## src/rtl/control_unit_if.sv

```systemverilog
// control_unit_if -- instruction-memory handshake and ALU operand/result bus.
//
//   imem_req   : read request, high while an instruction byte is wanted
//   imem_addr  : byte address of the requested instruction byte
//   imem_ack   : imem_data is valid this cycle
//   imem_data  : instruction byte ([7:4] opcode, [3:2] rx, [1:0] ry)
//   alu_op     : opcode presented to the ALU
//   alu_rx     : value of r[rx]
//   alu_ry     : value of r[ry]
//   alu_mem    : immediate nibble (zero for one-byte instructions)
//   alu_out    : ALU result
//   alu_z      : ALU zero flag
//   alu_n      : ALU negative flag
//
// master = control unit side, slave = memory / ALU side.
interface control_unit_if;
  logic       imem_req;
  logic [7:0] imem_addr;
  logic       imem_ack;
  logic [7:0] imem_data;
  logic [3:0] alu_op;
  logic [3:0] alu_rx;
  logic [3:0] alu_ry;
  logic [3:0] alu_mem;
  logic [3:0] alu_out;
  logic       alu_z;
  logic       alu_n;

  modport master (
    output imem_req, imem_addr, alu_op, alu_rx, alu_ry, alu_mem,
    input  imem_ack, imem_data, alu_out, alu_z, alu_n
  );

  modport slave (
    input  imem_req, imem_addr, alu_op, alu_rx, alu_ry, alu_mem,
    output imem_ack, imem_data, alu_out, alu_z, alu_n
  );
endinterface

```

## src/rtl/control_unit.sv

```systemverilog
// control_unit -- sequencer for a tiny 4-register, 4-bit machine.
//
// Fetches one- or two-byte instructions, presents registered operands to an
// external combinational ALU, and writes the result back to r[rx].
//
// Ports:
//   clk       : clock, all state on the rising edge
//   rst_n     : asynchronous active-low reset
//   run       : enables instruction sequencing
//   bus       : instruction-memory handshake and ALU bus (control_unit_if.master)
//   flag_z    : latched ALU zero flag
//   flag_n    : latched ALU negative flag
//   pc        : program counter (byte address)
//   busy      : high whenever the sequencer is not idle
//   dbg_sel   : register index for the debug read port
//   dbg_data  : combinational read of r[dbg_sel]
module control_unit (
  input  logic                  clk,
  input  logic                  rst_n,
  input  logic                  run,
  control_unit_if.master        bus,
  output logic                  flag_z,
  output logic                  flag_n,
  output logic [7:0]            pc,
  output logic                  busy,
  input  logic [1:0]            dbg_sel,
  output logic [3:0]            dbg_data
);

  typedef enum logic [2:0] {
    IDLE,
    FETCH,
    FETCH2,
    EXEC,
    WB
  } state_t;

  state_t     state;
  logic [3:0] r [4];
  logic [7:0] ir;       // first instruction byte; ir[7] marks a two-byte instruction
  logic [7:0] pc_next;

  assign pc_next  = pc + (ir[7] ? 8'd2 : 8'd1);
  assign busy     = (state != IDLE);
  assign dbg_data = r[dbg_sel];

  // NOTE: every register below is state, so it is written only with
  // non-blocking assignments; reads within the block see pre-edge values,
  // which is what gives rx=ry both operands the pre-write contents.
  always_ff @(posedge clk or negedge rst_n) begin
    if (!rst_n) begin
      state         <= IDLE;
      pc            <= 8'h00;
      ir            <= 8'h00;
      flag_z        <= 1'b0;
      flag_n        <= 1'b0;
      bus.imem_req  <= 1'b0;
      bus.imem_addr <= 8'h00;
      bus.alu_op    <= 4'h0;
      bus.alu_rx    <= 4'h0;
      bus.alu_ry    <= 4'h0;
      bus.alu_mem   <= 4'h0;
      // NOTE: the register file is four flops, not a RAM, and must read as
      // zero straight out of reset, so it is cleared here like any register.
      for (int i = 0; i < 4; i++) r[i] <= 4'h0;
    end else begin
      case (state)
        IDLE: begin
          if (run) begin
            state         <= FETCH;
            bus.imem_req  <= 1'b1;
            bus.imem_addr <= pc;
          end
        end

        FETCH: begin
          if (bus.imem_ack) begin
            ir <= bus.imem_data;
            if (bus.imem_data[7]) begin
              state         <= FETCH2;
              bus.imem_addr <= pc + 8'd1;
            end else begin
              state        <= EXEC;
              bus.imem_req <= 1'b0;
              bus.alu_op   <= bus.imem_data[7:4];
              bus.alu_rx   <= r[bus.imem_data[3:2]];
              bus.alu_ry   <= r[bus.imem_data[1:0]];
              bus.alu_mem  <= 4'h0;
            end
          end
        end

        FETCH2: begin
          // Only the low nibble of the second byte is meaningful.
          if (bus.imem_ack) begin
            state        <= EXEC;
            bus.imem_req <= 1'b0;
            bus.alu_op   <= ir[7:4];
            bus.alu_rx   <= r[ir[3:2]];
            bus.alu_ry   <= r[ir[1:0]];
            bus.alu_mem  <= bus.imem_data[3:0];
          end
        end

        EXEC: begin
          // One cycle for the external ALU to settle on the held operands.
          state <= WB;
        end

        WB: begin
          r[ir[3:2]] <= bus.alu_out;
          flag_z     <= bus.alu_z;
          flag_n     <= bus.alu_n;
          pc         <= pc_next;
          if (run) begin
            state         <= FETCH;
            bus.imem_req  <= 1'b1;
            bus.imem_addr <= pc_next;
          end else begin
            state <= IDLE;
          end
        end

        default: state <= IDLE;
      endcase
    end
  end

endmodule

```

## src/flat_wrapper.sv

```systemverilog
// flat-port wrapper written by rule: the top's interface ports become plain ports
module control_unit_flat 
  (clk, rst_n, run, flag_z, flag_n, pc, busy, dbg_sel, dbg_data, bus_imem_req, bus_imem_addr, bus_alu_op, bus_alu_rx, bus_alu_ry, bus_alu_mem, bus_imem_ack, bus_imem_data, bus_alu_out, bus_alu_z, bus_alu_n);
  control_unit_if bus_i ();
  input  logic clk;
  input  logic rst_n;
  input  logic run;
  output logic flag_z;
  output logic flag_n;
  output logic [7:0] pc;
  output logic busy;
  input  logic [1:0] dbg_sel;
  output logic [3:0] dbg_data;
  output wire logic [$bits(bus_i.imem_req)-1:0] bus_imem_req;
  output wire logic [$bits(bus_i.imem_addr)-1:0] bus_imem_addr;
  output wire logic [$bits(bus_i.alu_op)-1:0] bus_alu_op;
  output wire logic [$bits(bus_i.alu_rx)-1:0] bus_alu_rx;
  output wire logic [$bits(bus_i.alu_ry)-1:0] bus_alu_ry;
  output wire logic [$bits(bus_i.alu_mem)-1:0] bus_alu_mem;
  input wire logic [$bits(bus_i.imem_ack)-1:0] bus_imem_ack;
  input wire logic [$bits(bus_i.imem_data)-1:0] bus_imem_data;
  input wire logic [$bits(bus_i.alu_out)-1:0] bus_alu_out;
  input wire logic [$bits(bus_i.alu_z)-1:0] bus_alu_z;
  input wire logic [$bits(bus_i.alu_n)-1:0] bus_alu_n;
  assign bus_imem_req = bus_i.imem_req;
  assign bus_imem_addr = bus_i.imem_addr;
  assign bus_alu_op = bus_i.alu_op;
  assign bus_alu_rx = bus_i.alu_rx;
  assign bus_alu_ry = bus_i.alu_ry;
  assign bus_alu_mem = bus_i.alu_mem;
  assign bus_i.imem_ack = bus_imem_ack;
  assign bus_i.imem_data = bus_imem_data;
  assign bus_i.alu_out = bus_alu_out;
  assign bus_i.alu_z = bus_alu_z;
  assign bus_i.alu_n = bus_alu_n;
  control_unit u_core (.clk(clk), .rst_n(rst_n), .run(run), .bus(bus_i), .flag_z(flag_z), .flag_n(flag_n), .pc(pc), .busy(busy), .dbg_sel(dbg_sel), .dbg_data(dbg_data));
endmodule
```

## config.mk

```make
export PLATFORM = sky130hd
export DESIGN_NAME = control_unit_flat
export DESIGN_NICKNAME = d
export VERILOG_FILES = /design/src/rtl/control_unit_if.sv /design/src/rtl/control_unit.sv /design/src/flat_wrapper.sv
export SDC_FILE = /design/constraint.sdc
export NUM_CORES = 1
export LEC_CHECK = 0
export ABC_CLOCK_PERIOD_IN_PS = 1770
export CORE_ASPECT_RATIO = 0.7
export CORE_MARGIN = 3
export CORE_UTILIZATION = 30
export CTS_CLUSTER_DIAMETER = 150
export DETAILED_ROUTE_END_ITERATION = 8
export GPL_ROUTABILITY_DRIVEN = 1
export PLACE_DENSITY = 0.55
export SETUP_SLACK_MARGIN = 0.5
export SYNTH_ARGS = -nofsm -noshare
export SYNTH_HDL_FRONTEND = slang
export SYNTH_SLANG_ARGS = --single-unit
```

## constraint.sdc

```tcl
create_clock -name clk -period 1.77 [get_ports clk]
set_input_delay 0.177 -clock clk [delete_from_list [all_inputs] [get_ports clk]]
set_output_delay 0.177 -clock clk [all_outputs]
set_load 0.05 [all_outputs]
```

== Word level (Yosys, flattened, before mapping) ==
Index checks and enable logic that the tools add are counted.

* Flip-flop bits (word level): 62
* Latch bits: 0
* Memory bits (writable): 0
* Memory bits (read-only): 0
* Input bits: 20
* Output and inout port bits: 40
* Word-level logic and storage cells: 102
* Memories kept: 0

* Add/subtract/negate cells: 2
* Multipliers: 0
* Divide/modulo/power cells: 0
* $lt $le $gt $ge: 6
* Equality and inequality tests: 11
* Shift-type cells: 0
* Muxes and demuxes: 51
* Bitwise operators: 5
* Reduce and logical (&&, ||, !) cells: 12

{| class="wikitable"
|+ Operators by type and width
! operator !! count
|-
| 4-bit 2-to-1 mux || 23
|-
| 4-bit binary-select mux with 2-bit select || 5
|-
| 8-bit 2-to-1 mux || 4
|-
| 4-bit case mux with 2 select lines || 4
|-
| 8-bit case mux with 3 select lines || 1
|-
| 16-bit bitwise mux || 1
|-
| 3-bit >= comparator, second input constant || 5
|-
| 2-bit NOT with 3-bit output || 5
|-
| 3-bit case mux with 5 select lines || 1
|-
| 2-bit inequality test, second input constant || 6
|-
| 5-bit AND reduction || 2
|-
| 3-bit 2-to-1 mux || 3
|-
| 3-bit nonzero test || 3
|-
| 8-bit by 1-bit adder with 8-bit output, second input constant || 1
|-
| 8-bit adder || 1
|-
| 4-bit demux with 2-bit select || 1
|-
| 3-bit by 2-bit equality test with 1-bit output, second input constant || 2
|-
| 1-bit 2-to-1 mux || 6
|-
| 4-bit AND reduction || 1
|-
| 3-bit by 1-bit equality test with 1-bit output, second input constant || 1
|-
| 3-bit equality test, second input constant || 1
|-
| 3-bit zero test || 1
|-
| 3-bit by 1-bit < comparator with 1-bit output, second input constant || 1
|-
| 1-bit case mux with 3 select lines || 1
|-
| other kinds (7) || 7
|}

== Logic depth before layout (Yosys ltp) ==
* Word-level depth: 7
* Gate-level depth with buffers: 7
* Mapped depth without buffers: 7

== Worst setup path before layout ==
No wires, ideal clock.

* Path kind: flip-flop to flip-flop
* Start: register u_core.pc[0]
* End: register u_core.bus.imem_addr[6]
* Setup time: 0.132 ns
* Data arrival time: 2.029 ns
* Required time: 1.638 ns
* Setup slack: -0.391 ns
* Stages on the path, launching flop included: 7
* Path buffers: 0
* Clock period less this slack: 2.161 ns
* Path through: dfrtp_1 ha_1 fa_1 nor4b_1 a22o_1 a221oi_1 a21oi_1

* Longest elaborated chain between the ends: 4
* Elaborated cells on any way between the ends: 6
* Those cells by class: 2 x add/sub; 4 x mux

{| class="wikitable"
|+ Ends and longest elaborated chain
! what !! line !! text
|-
| from (decl) || control_unit.sv:24 || <nowiki>output logic [7:0] pc,</nowiki>
|-
| from (signal assigned) || control_unit.sv:114 || <nowiki>pc <= pc_next;</nowiki>
|-
| 8-bit by 1-bit adder with 8-bit output || control_unit.sv:81 || <nowiki>bus.imem_addr <= pc + 8'd1;</nowiki>
|-
| 8-bit 2-to-1 mux || control_unit.sv:79 || <nowiki>if (bus.imem_data[7]) begin</nowiki>
|-
| 8-bit 2-to-1 mux || control_unit.sv:77 || <nowiki>if (bus.imem_ack) begin</nowiki>
|-
| 8-bit case mux with 3 select lines * || control_unit.sv:67 || <nowiki>case (state)</nowiki>
|-
| to (signal assigned) || control_unit.sv:72 || <nowiki>bus.imem_addr <= pc;</nowiki>
|-
| to (signal assigned) || control_unit.sv:81 ||
|-
| to (signal assigned) || control_unit.sv:118 || <nowiki>bus.imem_addr <= pc_next;</nowiki>
|-
| to (decl) || control_unit_if.sv:30 || <nowiki>output imem_req, imem_addr, alu_op, alu_rx, alu_ry, alu_mem,</nowiki>
|}

Every way passes the cells marked *; elsewhere a longest branch is shown, timed or not. The select of a mux whose other input is x is not followed.
A chain may end at the register's enable or synchronous reset.

== Worst setup path after layout ==
Ends and elaborated chain as after synthesis.

==> flow_summary.toml <==
[run_status]
status = "finished clean"

[timing]
fmax_ghz = 0.566
max_slew.worst_pin.slew_ns = 0.555
min_period_ns = 1.77
slew_headroom_pct = 63.0
maxSlewViolCount = 0
timing.final.crit_share_pct = 99.8
hold_violations = 0
skew_ns = 0.00500
setup_violations = 0
rsz0062_at_grt = "yes"

[global_route]
grt_max_degree = 33
grt_pass1_wl_um = 15400
grt_antenna_before_repair = 0
grt_remaining_overflow = 0
grt_util_all_layers_pct = 15.6
grt_pass1_vias = 2765

[place]
postPlaceCellArea_mm2 = 0.00441
portBuffers = 59
placedCellCount = 498
dpl.hpwl_um = 6280
place_congestion = 0.813

[synthesis]
syn-instance-count = 285
synth_top_area_share_pct = 45.6
ys_seq_area_share_pct = 45.6
ys.flop_type = "dfrtp_1"
yosys.area.top_type = "dfrtp_1"
synth-warning-count = 0
syn-num-nets = 309
synth_edf_count = 0
syn_area_mm2 = 0.00340
synth_cell_types = 51
synth.top_cells.by_area = "dfrtp_1, mux4_2, mux2_2"
synth_seq_cells = 62
ys_async_sr_fraction_pct = 100
syn_avg_cell_area_um2 = 11.9

[worst_setup_path]
path_class = "reg -> reg"
reg2reg_depth = 6
worst_path_max_delay_cell = "dfrtp_4"
r2r-start = "u_core.pc[0]"
crit_required_ns = 1.98
critPathLaunchType = "flop"
r2r-end = "u_core.bus.imem_addr[6]"
crit_chain = "ha_4, fa_2, nor4b_4, a22o_1, a221oi_2, a21oi_1"
cp-end-kind = "flop"
rrSetupSlack_ns = 0.004
cpPeakStageDelay_ns = 0.49
worstPathMaxFanout = 3
worstPathArrival_ns = 1.97

[cells_and_area]
nNetsFinal = 433
final_core_utilization_pct = 52.5
fin_cells = 562
diodes = 0
layout-drive-gt1-share_pct = 62.1
postLayoutCellArea_mm2 = 0.00562
area_delta_synth_final_pct = 65.3

[floorplanning]
rows = 31
initial_utilization_pct = 31.8
core-area_mm2 = 0.0107
die_y_um = 95.1
die_width_um = 133
io_pins = 60
die-area_mm2 = 0.0127

[clock_network]
cts.sinks = 62
cts_tree = "built"
clockRootBuffer = "clkbuf_16"
clock_latency_ns = 0.33
clkTransAtPathRegs_ns = 0.05
htreeDepth = 3
clk_path_buf_depth = 2
numCtsBuffers = 9

[power_and_ir_drop]
vdd_drop_max_mv = 0.579
total_power_w = 0.0111
power_density_mw_per_mm2 = 1970
p_leak_nw = 2.43

[route]
drtAntennaViolNets = 0
routed_wl_um = 10100
vias_per_cell = 5.07
routed-via-count = 2849
dr.pass1.iters = 4
route.detailed.drc = 0
drtIter0Drc = 174
wire_per_inst_um = 17.9

[hold_path]
min_path_type = "in -> async"

[run]
maxCapViolations = 0
[cell usage after synthesis (3+ instances only)]
master and count:
nand2b_1 8, inv_1 6, nor2_1 8, nand3b_1 4, xnor2_1 8, dfrtp_1 62
ha_1 3, clkbuf_1 10, nand4_1 3, mux4_2 20, mux2i_1 11, buf_2 6
nand3_1 4, a21oi_1 6, mux2_2 23, a22o_1 6, nand2_1 38, o21ai_0 16
[repair_timing]
| action | 4_1_cts | 5_1_grt |
|---|---|---|
| endpoints found under the setup margin | 90 | 77 |
| gates resized for setup | 135 | 119 |
| pin swaps | 14 | 46 |
| setup buffers | 32 | 8 |
| endpoints found under the hold margin | 16 | 0 |
| cloned | 3 | 4 |
| hold buffers | 1 | 0 |
[cell families after synthesis]
logic type | synth area share [%]
and+or+nand+nor | 13.8
AOI/OAI and AO/OA | 9.50
buffers and inverters | 3.24
adders and majority gates | 1.69
DFF | 45.6
xor gates and xnor gates | 2.06
muxes | 24.1
[how the worst max path moves through the flow]
stage / from / endpoint / cells after the start
3_5_place_dp: u_core.pc[0] / u_core.bus.imem_addr[6] / 6
5_1_grt: u_core.ir[7] / u_core.bus.imem_addr[3] / 7
4_1_cts: u_core.state[0] / u_core.r[12] / 4
3_3_place_gp: u_core.pc[0] / u_core.bus.imem_addr[6] / 6
6_report: u_core.pc[0] / u_core.bus.imem_addr[6] / 6
2_1_floorplan: u_core.pc[0] / u_core.bus.imem_addr[6] / 6
[placed cells by master (no fill, tap or decap), types with 13 or more instances in the layout]
cell type,instances
nand2_1,16
dfrtp_1,50
clkdlybuf4s50_1,17
clkbuf_16,13
mux4_2,20
mux2_4,20
buf_6,15
buf_2,19
buf_4,50
[sequential cells by signal, indices dropped and copies added, names as in the netlist]
signal and cells:
u_core.ir 8, u_core.bus.alu_mem 4, u_core.state 3, u_core.r 16
u_core.bus.imem_req 1, u_core.flag_z 1, u_core.bus.alu_op 4, u_core.bus.imem_addr 8
u_core.bus.alu_rx 4, u_core.bus.alu_ry 4, u_core.flag_n 1, u_core.pc 8
[critical path: cells and delay by family (launching register included)]
kind                       cells  cell delay (ns)
adders and majority gates      2             0.52
and+or+nand+nor                1             0.14
DFF                            1             0.49
AOI/OAI and AO/OA              3             0.49
[layout make-up]
| cell class | instances | area, µm² |
|---|---|---|
| clock buffer | 12 | 256 |
| clock inverter | 4 | 45.0 |
| fill | 928 | 5080 |
| inverter | 6 | 22.5 |
| multi-input combinational | 198 | 2220 |
| sequential | 62 | 1570 |
| tap | 148 | 185 |
| timing repair buffer | 132 | 1330 |
[stage by stage]
step | setup TNS [ns] | hold WS (ns) | worst slack, ns
6_report | 0 | 0.328 | 0.00380
5_1_grt | -0.150 | 0.364 | -0.0572
4_1_cts | 0 | 0.332 | 0.0135
3_5_place_dp | -0.0157 | 0.146 | -0.0157
3_3_place_gp | 0 | 0.142 | 0.0216
2_1_floorplan | -0.126 | -0.119 | -0.126
[routing by layer]
layer / vias to the layer above / track usage, % / part of all wire (%)
li1: 1313 / - / -
met1: 1441 / 22.6 / 50
met2: 87 / 22.9 / 43
met3: 8 / 4.75 / 6.3
met4: 0 / 3.85 / 0.75
met5: - / 0 / 0
[report_power, final]
part	total [W]	internal [W]	switching [W]
clock	0.00178	0.00116	0.000617
sequential	0.00262	0.00202	0.000600
combinational	0.00669	0.00334	0.00336
No activity file was read; power rests on OpenSTA's default activity.
